<file path="src/rtl/ram_arbiter_pkg.sv">
// Purpose: shared owner encoding, round-robin pointer encoding and default widths for the RAM arbiter.
// Latency: n/a (declarations only).
// Backpressure: n/a.
package ram_arbiter_pkg;

    typedef enum logic [1:0] {
        OWN_NONE = 2'd0,
        OWN_LD   = 2'd1,
        OWN_CPU  = 2'd2,
        OWN_BLT  = 2'd3
    } owner_t;

    localparam int DEF_ADDR_W    = 12;
    localparam int DEF_DATA_W    = 8;
    localparam int DEF_MAX_BURST = 16;

    // rr_ptr value naming the port that wins a CPU/BLT tie
    localparam logic RR_CPU = 1'b0;
    localparam logic RR_BLT = 1'b1;

endpackage

</file>
<file path="src/rtl/ram_arb_rr.sv">
// Purpose: two-way CPU/BLT round-robin pick; a lone requester always wins, a tie goes to rr_ptr.
// Latency: purely combinational.
// Backpressure: none; a port not picked simply keeps its request up.
// Ports: cpu_req/blt_req requests, rr_ptr preferred port, pick_cpu/pick_blt one-hot-or-zero result.
module ram_arb_rr
    import ram_arbiter_pkg::*;
(
    input  logic cpu_req,
    input  logic blt_req,
    input  logic rr_ptr,
    output logic pick_cpu,
    output logic pick_blt
);

    always_comb begin
        pick_cpu = cpu_req && (!blt_req || (rr_ptr == RR_CPU));
        pick_blt = blt_req && (!cpu_req || (rr_ptr == RR_BLT));
    end

endmodule

</file>
<file path="src/rtl/ram_arbiter.sv">
// Purpose: arbitrates loader/CPU/blitter onto one synchronous RAM with priority, round-robin and burst locking.
// Latency: grant combinational in cycle N, RAM command in N+1, read data + rvalid in N+2.
// Backpressure: a requester holds its request stable until its gnt; ungranted ports simply wait.
// Ports: clk/res; ld_*, cpu_*, blt_* request ports with *_gnt and *_rvalid; shared rdata;
//        ram_en/ram_wr/ram_addr/ram_in command to the RAM, ram_out read data from it.
module ram_arbiter
    import ram_arbiter_pkg::*;
#(
    parameter int ADDR_W    = DEF_ADDR_W,
    parameter int DATA_W    = DEF_DATA_W,
    parameter int MAX_BURST = DEF_MAX_BURST
) (
    input  logic              clk,
    input  logic              res,
    input  logic              ld_req,
    input  logic              ld_wr,
    input  logic [ADDR_W-1:0] ld_addr,
    input  logic [DATA_W-1:0] ld_wdata,
    output logic              ld_gnt,
    input  logic              cpu_req,
    input  logic              cpu_wr,
    input  logic              cpu_lock,
    input  logic [ADDR_W-1:0] cpu_addr,
    input  logic [DATA_W-1:0] cpu_wdata,
    output logic              cpu_gnt,
    input  logic              blt_req,
    input  logic              blt_wr,
    input  logic              blt_lock,
    input  logic [ADDR_W-1:0] blt_addr,
    input  logic [DATA_W-1:0] blt_wdata,
    output logic              blt_gnt,
    output logic [DATA_W-1:0] rdata,
    output logic              ld_rvalid,
    output logic              cpu_rvalid,
    output logic              blt_rvalid,
    output logic              ram_en,
    output logic              ram_wr,
    output logic [ADDR_W-1:0] ram_addr,
    output logic [DATA_W-1:0] ram_in,
    input  logic [DATA_W-1:0] ram_out
);

    localparam int              CNT_W     = $clog2(MAX_BURST) + 1;
    localparam logic [CNT_W-1:0] BURST_MAX = CNT_W'(MAX_BURST);
    // A one-cycle burst limit means a lock can never outlive its own grant
    localparam bit              CAN_LOCK  = (MAX_BURST > 1);

    owner_t            owner_q, owner_d;
    logic [CNT_W-1:0]  cnt_q, cnt_d;
    logic              rr_q, rr_d;
    logic              rr_cpu, rr_blt;
    logic              own_lock;
    logic              any_gnt;
    logic              sel_wr;
    logic [ADDR_W-1:0] sel_addr;
    logic [DATA_W-1:0] sel_wdata;
    logic [2:0]        rd_pend_q;   // {ld, cpu, blt} read accepted last cycle
    logic [2:0]        rvalid_q;

    ram_arb_rr u_rr (
        .cpu_req  (cpu_req),
        .blt_req  (blt_req),
        .rr_ptr   (rr_q),
        .pick_cpu (rr_cpu),
        .pick_blt (rr_blt)
    );

    // Grant: only the owner may be served while a lock is held; otherwise loader first, then round-robin
    always_comb begin
        ld_gnt  = 1'b0;
        cpu_gnt = 1'b0;
        blt_gnt = 1'b0;
        if (!res) begin
            case (owner_q)
                OWN_CPU: cpu_gnt = cpu_req;
                OWN_BLT: blt_gnt = blt_req;
                default: begin
                    if (ld_req) begin
                        ld_gnt = 1'b1;
                    end else begin
                        cpu_gnt = rr_cpu;
                        blt_gnt = rr_blt;
                    end
                end
            endcase
        end
    end

    // Owner / burst counter / rr pointer next state
    always_comb begin
        owner_d  = owner_q;
        cnt_d    = cnt_q;
        rr_d     = rr_q;
        own_lock = 1'b0;
        if (cpu_gnt) rr_d = RR_BLT;
        if (blt_gnt) rr_d = RR_CPU;
        case (owner_q)
            OWN_CPU, OWN_BLT: begin
                own_lock = (owner_q == OWN_CPU) ? cpu_lock : blt_lock;
                cnt_d    = cnt_q + CNT_W'(1);
                if (cnt_d == BURST_MAX) begin
                    // forced release hands the tie-break to the peer that has been waiting
                    owner_d = OWN_NONE;
                    cnt_d   = '0;
                    rr_d    = (owner_q == OWN_CPU) ? RR_BLT : RR_CPU;
                end else if (!own_lock) begin
                    owner_d = OWN_NONE;
                    cnt_d   = '0;
                end
            end
            default: begin
                owner_d = OWN_NONE;
                cnt_d   = '0;
                if (CAN_LOCK && cpu_gnt && cpu_lock) begin
                    owner_d = OWN_CPU;
                    cnt_d   = CNT_W'(1);
                end
                if (CAN_LOCK && blt_gnt && blt_lock) begin
                    owner_d = OWN_BLT;
                    cnt_d   = CNT_W'(1);
                end
            end
        endcase
    end

    always_ff @(posedge clk) begin
        if (res) begin
            owner_q <= OWN_NONE;
            cnt_q   <= '0;
            rr_q    <= RR_CPU;
        end else begin
            owner_q <= owner_d;
            cnt_q   <= cnt_d;
            rr_q    <= rr_d;
        end
    end

    // Command mux for the granted port
    always_comb begin
        any_gnt   = ld_gnt || cpu_gnt || blt_gnt;
        sel_wr    = ld_wr;
        sel_addr  = ld_addr;
        sel_wdata = ld_wdata;
        if (cpu_gnt) begin
            sel_wr    = cpu_wr;
            sel_addr  = cpu_addr;
            sel_wdata = cpu_wdata;
        end
        if (blt_gnt) begin
            sel_wr    = blt_wr;
            sel_addr  = blt_addr;
            sel_wdata = blt_wdata;
        end
    end

    // Reset wipes the read pipeline so a read accepted just before reset never reports rvalid
    always_ff @(posedge clk) begin
        if (res) begin
            ram_en    <= 1'b0;
            ram_wr    <= 1'b0;
            ram_addr  <= '0;
            ram_in    <= '0;
            rd_pend_q <= '0;
            rvalid_q  <= '0;
        end else begin
            ram_en    <= any_gnt;
            ram_wr    <= any_gnt && sel_wr;
            if (any_gnt) begin
                ram_addr <= sel_addr;
                ram_in   <= sel_wdata;
            end
            rd_pend_q <= {ld_gnt && !ld_wr, cpu_gnt && !cpu_wr, blt_gnt && !blt_wr};
            rvalid_q  <= rd_pend_q;
        end
    end

    // RAM output arrives one cycle after ram_en, which lines up with rvalid_q
    assign rdata      = (|rvalid_q) ? ram_out : '0;
    assign ld_rvalid  = rvalid_q[2];
    assign cpu_rvalid = rvalid_q[1];
    assign blt_rvalid = rvalid_q[0];

endmodule

</file>
<file path="config.mk">
export PLATFORM = sky130hd
export DESIGN_NAME = ram_arbiter
export DESIGN_NICKNAME = d
export VERILOG_FILES = /design/src/rtl/ram_arbiter_pkg.sv /design/src/rtl/ram_arb_rr.sv /design/src/rtl/ram_arbiter.sv
export SDC_FILE = /design/constraint.sdc
export NUM_CORES = 1
export LEC_CHECK = 0
export CORE_MARGIN = 2
export CORE_UTILIZATION = 41
export CTS_CLUSTER_DIAMETER = 40
export DETAILED_ROUTE_END_ITERATION = 7
export PLACE_DENSITY = 0.86
export SLEW_MARGIN = 20
export SYNTH_ARGS = -nofsm -noshare
export SYNTH_HDL_FRONTEND = slang
export SYNTH_SLANG_ARGS = --single-unit
</file>
<file path="constraint.sdc">
create_clock -name clk -period 3.13 [get_ports clk]
set_input_delay 0.626 -clock clk [delete_from_list [all_inputs] [get_ports clk]]
set_output_delay 0.626 -clock clk [all_outputs]
set_load 0.01 [all_outputs]
</file>
[After elaboration in Yosys (flattened, before gate mapping)]
Index checks and enable logic that the tools add are counted.
Storage, ports and cells
  latch bits: 0
  output and inout port bits: 36
  memory bits (read-only): 0
  RAM bits: 0
  register bits after elaboration: 36
  memories: 0
Operators by class
  eq/ne operators: 4
  reductions and logical operators: 19
  $lt $le $gt $ge: 0
  shift-type cells: 0
  div/mod/pow operators: 0
  mux-type cells: 32
  bitwise gates (word level): 1
  add/sub/neg operators: 1
  multipliers: 0
Operator list (count)
  $mux 12: 2
  $mux 8: 3
  $mux 5: 4
  $mux 1: 16
  $mux 2: 5
  $logic_and 1x1->1: 8
  $add 5x1->5 const B: 1
  $eq 5x5->1 const B: 1
  $logic_not 1->1: 5
  $eq 2x2->1 const B: 2
  $logic_or 1x1->1: 4
  $pmux 1 s2: 2
  $ne 3x2->1 const B: 1
  $reduce_or 3->1: 1
  $reduce_or 2->1: 1
  $not 1->1: 1

[Longest topological paths before layout]
Gate-level depths: netlist (run 1).
  depth after elaboration: 10
  mapped depth: 5

[By module]
A second synthesis (run 1) with hierarchy kept.
Unflattened totals
  cell total of the unflattened synthesis: 192
  area total of the unflattened synthesis: 1799.2 µm²
Modules (own cells, without submodules)
  ram_arbiter: seq. area each 720.7 µm², cells an instance 189, area an instance 1780.5 µm², times used 1
  ram_arb_rr: seq. area each 0.0 µm², cells an instance 3, area an instance 18.8 µm², times used 1

[Least setup slack after synthesis (run 1)]
No wires, ideal clock.
  path kind: input-to-output
  start point: input port blt_req
  end point: output port cpu_gnt
  required time: 2504 ps
  stages on the path: 3
  arrival: 1268 ps
  slack: 1236 ps
  path buffers: 0
  path through: a211o_1 -> a21bo_2 -> inv_1
Between the ends
  cells in the longest elaborated chain, start to end: 6
RTL lines
  from (decl): line ram_arbiter.sv:26  | input logic blt_req,
  $logic_not 1->1: line ram_arb_rr.sv:16  | pick_cpu = cpu_req && (!blt_req || (rr_ptr == RR_CPU));
  $logic_or 1x1->1: line ram_arb_rr.sv:16
  $logic_and 1x1->1: line ram_arb_rr.sv:16
  $mux 1: line ram_arbiter.sv:78  | if (ld_req) begin
  $pmux 1 s2: line ram_arbiter.sv:74  | case (owner_q)
  $mux 1: line ram_arbiter.sv:73  | if (!res) begin
  to (decl): line ram_arbiter.sv:25  | output logic cpu_gnt,
Every way passes these cells.

[Final worst setup path (run 1)]
Same ends and word-level chain as after synthesis.

==> metrics.md, run 1 <==
| Metric | Value |
|---|---|
| Result of the run | finished, violations left |
| Violated checks | design-rule violations |
| Placeable Area | 4661 µm² |
| R2R Setup Slk | 1050 ps |
| Worst path cell trace | clkdlybuf4s50_1, a211o_1, a21bo_2, inv_1, clkdlybuf4s50_1 |
| CP Class | primary input to primary output |
| CTS tree | done |
| Hold path start | rd_pend_q[2]$_SDFF_PP0_ |
| Worst Skew | 7.055 ps |
| Total of max-cap violations | 0 |
| Die width | 72.91 µm |
| Die H | 72.91 µm |
| Hold Crit Depth | 1 |
| Hold crit path type | flop to flop |
| #FFs+latches synth | 36 |
| Leak | 0.001171 µW |
| Sequential cell area | 720.7 µm² |
| Max Slew Vio Count | 0 |
| I/O Pins | 114 |
| Crit-path max FO | 5 |
| Ant. Diodes | 0 |
| Wirelength per Cell | 17.72 µm |
| Pin count of the biggest net entering global routing | 23 |
| GRT Overall Usage | 25.09% |
| Total wire length | 6609 µm |
| Sequential cell area fraction in the yosys report | 37.02% |
| YS warnings | 0 |
| Setup crit start | blt_req |
| Final min period | 2932 ps |
| Worst R2R Path Depth | 4 |
| Gpl congestion | 0.7869 |
| Inserted Clock Buffers | 5 |
| RSZ-0062 raised after global routing | false |
| Drt pass-1 iters | 8 |
| CTS H-tree lvls | 2 |
| First-pass GRT wire length | 10,320 µm |
| Commonest non-fill, non-tap cell in the layout | clkdlybuf4s50_1 |
| GR Overflow Total | 0 |
| Multi-input logic area | 1097 µm² |
| Reg2reg start | owner_q[1]$_SDFFE_PP0P_ |
| CP Launch Type | primary input |
| Vias per inst | 5.796 |
| Total design power | 1304 µW |
| Vias in the first global route | 2,207 |
| Core Util, Final | 68.64% |
| Fin nets | 397 |
| Setup TNS | 0 ps |
| Hold buffers post-CTS | 0 |
| Worst setup EP type | primary output |
| CTS root buf | clkbuf_8 |
| CP required | 2500 ps |
| Detail Route Antenna Nets | 0 |
| CP max stage delay | 540 ps |
| CP bufs+invs | 3 |
| Slew at the pin with the worst max-slew slack | 862.4 ps |
| Most frequent cells in the layout | clkdlybuf4s50_1 (113), dfxtp_1 (36), and2_1 (21), o31ai_1 (21) |
| Initial antenna violation count | 0 |
| Final setup viols | 0 |
| RR Endpoint | ram_in[0]$_SDFFE_PP0P_ |
| Unique masters post-synth | 35 |
| CP arrival | 2310 ps |
| Top delay family on crit path | buffers and inverters |
| Post-cts resize count | 0 |
| Slowest-stage cell, CP | clkdlybuf4s50_1 |
| Fill cells | 386 |
| Routed via count | 2,162 |
| VDD IR max | 243.1 µV |
| Synth Area per Inst | 9.271 µm² |
| Share of post-route cells with drive strength above 1 | 6.270% |
| Drt drc | 20 |
| Pwr per Cell Area | 407.6 nW/µm² |
| Die area | 5316 µm² |
| Worst rel slew slack | 42.37% |
| Crit path capture | cpu_gnt |
| Cell area after synthesis | 1947 µm² |
| Clock transition at the registers of the reported paths | 70 ps |
| Num Clock Sinks | 36 |
| Initial drt markers | 185 |
| Post-CTS Setup Bufs | 0 |
| Number of cells on the critical path | 5 |
| Endpoints failing hold | 0 |
| Fin crit share | 93.67% |
| Starting Density | 41.77% |
| Bufs on Longest Clock Path | 2 |
| Hpwl dp | 4642 µm |
| Synth Instances | 210 |
| FP Rows | 25 |
| Syn Nets | 289 |
| Port buffer count | 113 |
| Worst-Skew Late Latency | 300 ps |
| Max Fclk | 341.1 MHz |
| Area Growth Syn to Fin | 64.33% |
| CP most frequent cell | clkdlybuf4s50_1 |
==> cells in the mapped netlist <==
library cell / count / area (µm²)
o21ai_1: 2 / 10.01
o21bai_1: 1 / 7.510
nand2_1: 7 / 26.28
xor2_1: 2 / 17.52
nor3_1: 3 / 15.01
nor3b_1: 1 / 7.510
o22ai_1: 1 / 6.260
buf_2: 10 / 50.05
nor2_1: 10 / 37.54
or4_1: 1 / 7.510
buf_6: 4 / 45.04
nand2b_1: 3 / 18.77
a21oi_1: 4 / 20.02
nor2b_1: 14 / 87.58
a211oi_4: 1 / 20.02
a211o_1: 1 / 8.760
nand2b_2: 1 / 8.760
xnor2_1: 1 / 8.760
a21o_1: 1 / 7.510
a31oi_2: 1 / 12.51
inv_1: 4 / 15.01
a32oi_1: 1 / 8.760
nand3_1: 5 / 25.02
a31oi_1: 1 / 6.260
o41ai_1: 1 / 8.760
mux2i_1: 2 / 20.02
and4b_1: 1 / 10.01
clkbuf_1: 6 / 22.52
dfxtp_1: 36 / 720.7
a222oi_1: 20 / 200.2
o31ai_1: 21 / 157.7
o2bb2ai_1: 20 / 175.2
and2_1: 21 / 131.4
ha_1: 1 / 12.51
a21bo_2: 1 / 10.01
==> flip-flops by register name, summed over array words and instances (netlist names) <==
signal and flops:
ram_en 1, rd_pend_q 3, ram_addr 12, rr_q 1, cnt_q 5, ram_wr 1, rvalid_q 3, ram_in 8
owner_q 2
==> cell families after synthesis <==
logic type,share of synthesized area [%]
buffers and inverters,6.812
multiplexers,1.028
AND/OR/NAND/NOR,19.28
adder cells (fa/ha/maj),0.6426
XOR/XNOR,1.350
AO/OA/AOI/OAI,33.87
flip-flops,37.02
==> worst min path at each step <==
stage,to
floorplan,rvalid_q[0]$_SDFF_PP0_
global placement,rvalid_q[0]$_SDFF_PP0_
detailed placement,rvalid_q[0]$_SDFF_PP0_
CTS,rvalid_q[0]$_SDFF_PP0_
global route,rvalid_q[0]$_SDFF_PP0_
finish,rvalid_q[2]$_SDFF_PP0_
==> per-stage QoR <==
step / area [µm²] / setup WS, ps / hold slack [ps] / std cells
6_report: 3199 / 198.1 / 442.8 / 373
3_5_place_dp: 3092 / 208.7 / 431.3 / 365
4_1_cts: 3199 / 206.1 / 448.8 / 373
3_3_place_gp: 3092 / 225.3 / 427.5 / 365
5_1_grt: 3199 / 117.0 / 458.6 / 373
2_1_floorplan: 1947 / 1236 / 413.8 / 210
==> power breakdown <==
part | switching (µW) | internal (µW)
registers | 24.6 | 494
clock network | 173 | 236
logic | 166 | 210
total | 363 | 941
==> area by class of cell <==
type	instances	share of cell area [%]
timing repair buffer	121	37.23
clock inverter	2	1.095
sequential	36	22.53
clock buffer	6	2.268
tap	54	2.112
multi-input combinational	150	34.30
inverter	4	0.4693
==> per-layer routing <==
| layer | wire (µm) | up-vias | GRT usage [%] |
|---|---|---|---|
| li1 | - | 1034 | - |
| met1 | 2511 | 1008 | 27.30 |
| met2 | 3492 | 108 | 46.26 |
| met3 | 485 | 12 | 6.215 |
| met4 | 119 | 0 | 9.877 |
| met5 | 0 | - | 0 |
(Power assumes the default switching activity.)
==> inputs of run 2 (changes only) <==
Settings changed: CAP_MARGIN set to 20, CORE_UTILIZATION 41 to 34, PLACE_DENSITY 0.86 to 0.76.
Clock period 3.13 ns to 2.6 ns, I/O delays scaled along.
==> metrics.md, run 2 (synthesized netlist as in run 1, its figures left out) <==
| Metric | Value |
|---|---|
| Pin count of the biggest net entering global routing | 23 |
| Die area | 6347 µm² |
| CP max stage delay | 450 ps |
| Commonest non-fill, non-tap cell in the layout | clkdlybuf4s50_1 |
| Final setup viols | 0 |
| Clock transition at the registers of the reported paths | 70 ps |
| Vias per inst | 5.290 |
| Final hold slack | 440.0 ps |
| R2R Setup Slk | 950 ps |
| Total design power | 1463 µW |
| Ant. Diodes | 0 |
| Inserted Clock Buffers | 5 |
| RSZ-0062 raised after global routing | false |
| Biggest register | ram_addr |
| First-pass GRT wire length | 10,300 µm |
| Die width | 79.67 µm |
| Drt drc | 0 |
| GRT Overall Usage | 20.86% |
| Hold crit path type | flop to flop |
| CTS H-tree lvls | 2 |
| Hold path start | rd_pend_q[2]$_SDFF_PP0_ |
| Max Slew Vio Count | 0 |
| Gpl congestion | 0.8481 |
| Starting Density | 35.36% |
| Worst R2R Path Depth | 5 |
| VDD IR max | 236.4 µV |
| Total wire length | 6463 µm |
| Setup TNS | 0 ps |
| Pre-CTS setup slack | -81.87 ps |
| Initial drt markers | 226 |
| Die H | 79.67 µm |
| Total of max-cap violations | 0 |
| Vias in the first global route | 2,129 |
| Endpoints failing hold | 0 |
| Bufs on Longest Clock Path | 2 |
| CP Class | primary input to primary output |
| I/O Pins | 114 |
| Fin crit share | 92.83% |
| FP Rows | 27 |
| Top delay family on crit path | buffers and inverters |
| Hold buffers post-CTS | 0 |
| Largest regs | ram_addr (12), ram_in (8), cnt_q (5) |
| Hold Crit Depth | 1 |
| Worst setup EP type | primary output |
| Result of the run | finished, final reports clean |
| Placeable Area | 5507 µm² |
| Worst rel slew slack | 49.24% |
| Hold path endpoint | rvalid_q[2]$_SDFF_PP0_ |
| Area Growth Syn to Fin | 66.65% |
| Initial antenna violation count | 0 |
| CP bufs+invs | 3 |
| Detail Route Antenna Nets | 0 |
| GR Overflow Total | 0 |
| Hpwl dp | 4657 µm |
| Crit-path max FO | 3 |
| Sequential cell area | 720.7 µm² |
| Slowest-stage cell, CP | clkdlybuf4s50_1 |
| Leak | 0.001200 µW |
| CP required | 2080 ps |
| Max Fclk | 414.3 MHz |
| Worst path cell trace | clkdlybuf4s50_1, a211o_1, a21bo_2, inv_1, dlygate4sd2_1 |
| CP arrival | 1890 ps |
| RR Endpoint | ram_in[1]$_SDFFE_PP0P_ |
| Final min period | 2414 ps |
| Fin nets | 404 |
| Num Clock Sinks | 36 |
| Max reg flops | 12 |
| CP Launch Type | primary input |
| Core Util, Final | 58.92% |
| Reg2reg start | owner_q[1]$_SDFFE_PP0P_ |
| Number of cells on the critical path | 5 |
| Share of post-route cells with drive strength above 1 | 8.308% |
| Multi-input logic area | 1100 µm² |
| Wirelength per Cell | 16.28 µm |
| Fill cells | 496 |
| Drt pass-1 iters | 7 |
| Pwr per Cell Area | 450.9 nW/µm² |
| CTS root buf | clkbuf_8 |
| Routed via count | 2,100 |
| Worst Skew | 5.955 ps |
| Final Worst Setup Slack | 186.5 ps |
| Worst-Skew Late Latency | 290 ps |
| Slew at the pin with the worst max-slew slack | 755.5 ps |
| CTS tree | done |
| Port buffer count | 113 |
| Most frequent cells in the layout | clkdlybuf4s50_1 (111), dfxtp_1 (36), and2_1 (21), o31ai_1 (21) |
## run 2: changes by cell type in the layout (fill, tap and decap cells not counted), sizes merged
cell / previous run / this run
clkdlybuf4s50: 113 / 111
bufinv: 1 / 0
buf: 8 / 15
dlygate4sd2: 0 / 2
## run 2: layout make-up
class,count,area share (%)
Timing Repair Buffer,128,38.26
Multi-Input combinational cell,150,33.90
Sequential cell,36,22.21
Tap cell,72,2.777
Clock buffer,6,2.237
Inverter,4,0.4628
Clock inverter,1,0.1543
## run 2: repair_timing
item,CTS,global route
endpoints found under the setup margin,2,0
hold endpoints to repair,0,0
gates resized for setup,3,0
setup buffers,0,0
## run 2: how the worst max path moves through the flow
stage / startpoint / endpoint
floorplan: blt_req / cpu_gnt
global placement: blt_req / cpu_gnt
detailed placement: blt_req / cpu_gnt
CTS: rvalid_q[1]$_SDFF_PP0_ / rdata[7]
global route: rvalid_q[1]$_SDFF_PP0_ / rdata[7]
finish: blt_req / cpu_gnt
## run 2: where the power goes
| group | leakage (µW) | switching, µW | total (µW) | internal, µW |
|---|---|---|---|---|
| registers | 0.000297 | 27.3 | 622 | 595 |
| clock network | 0.0000410 | 197 | 379 | 182 |
| logic | 0.000862 | 200 | 462 | 261 |
| total | 0.00120 | 424 | 1460 | 1040 |
## run 2: stage by stage
| stage | area (µm²) | instances |
|---|---|---|
| CTS | 3244 | 397 |
| finish | 3244 | 397 |
| floorplan | 1947 | 210 |
| global route | 3244 | 397 |
| detailed placement | 3167 | 390 |
| global placement | 3167 | 390 |
## run 2: per-layer routing
layer	vias up	share of wire, %	GRT usage (%)
li1	1046	-	-
met1	950	41	24.74
met2	98	50	37.14
met3	6	7.7	4.186
met4	0	1.2	7.241
met5	-	0	0
==> inputs of run 3 (changes only) <==
Settings changed: SKIP_LAST_GASP set to 1.
==> results of run 3 <==
No change in the layout: final DEF, timing and power equal those of run 2.
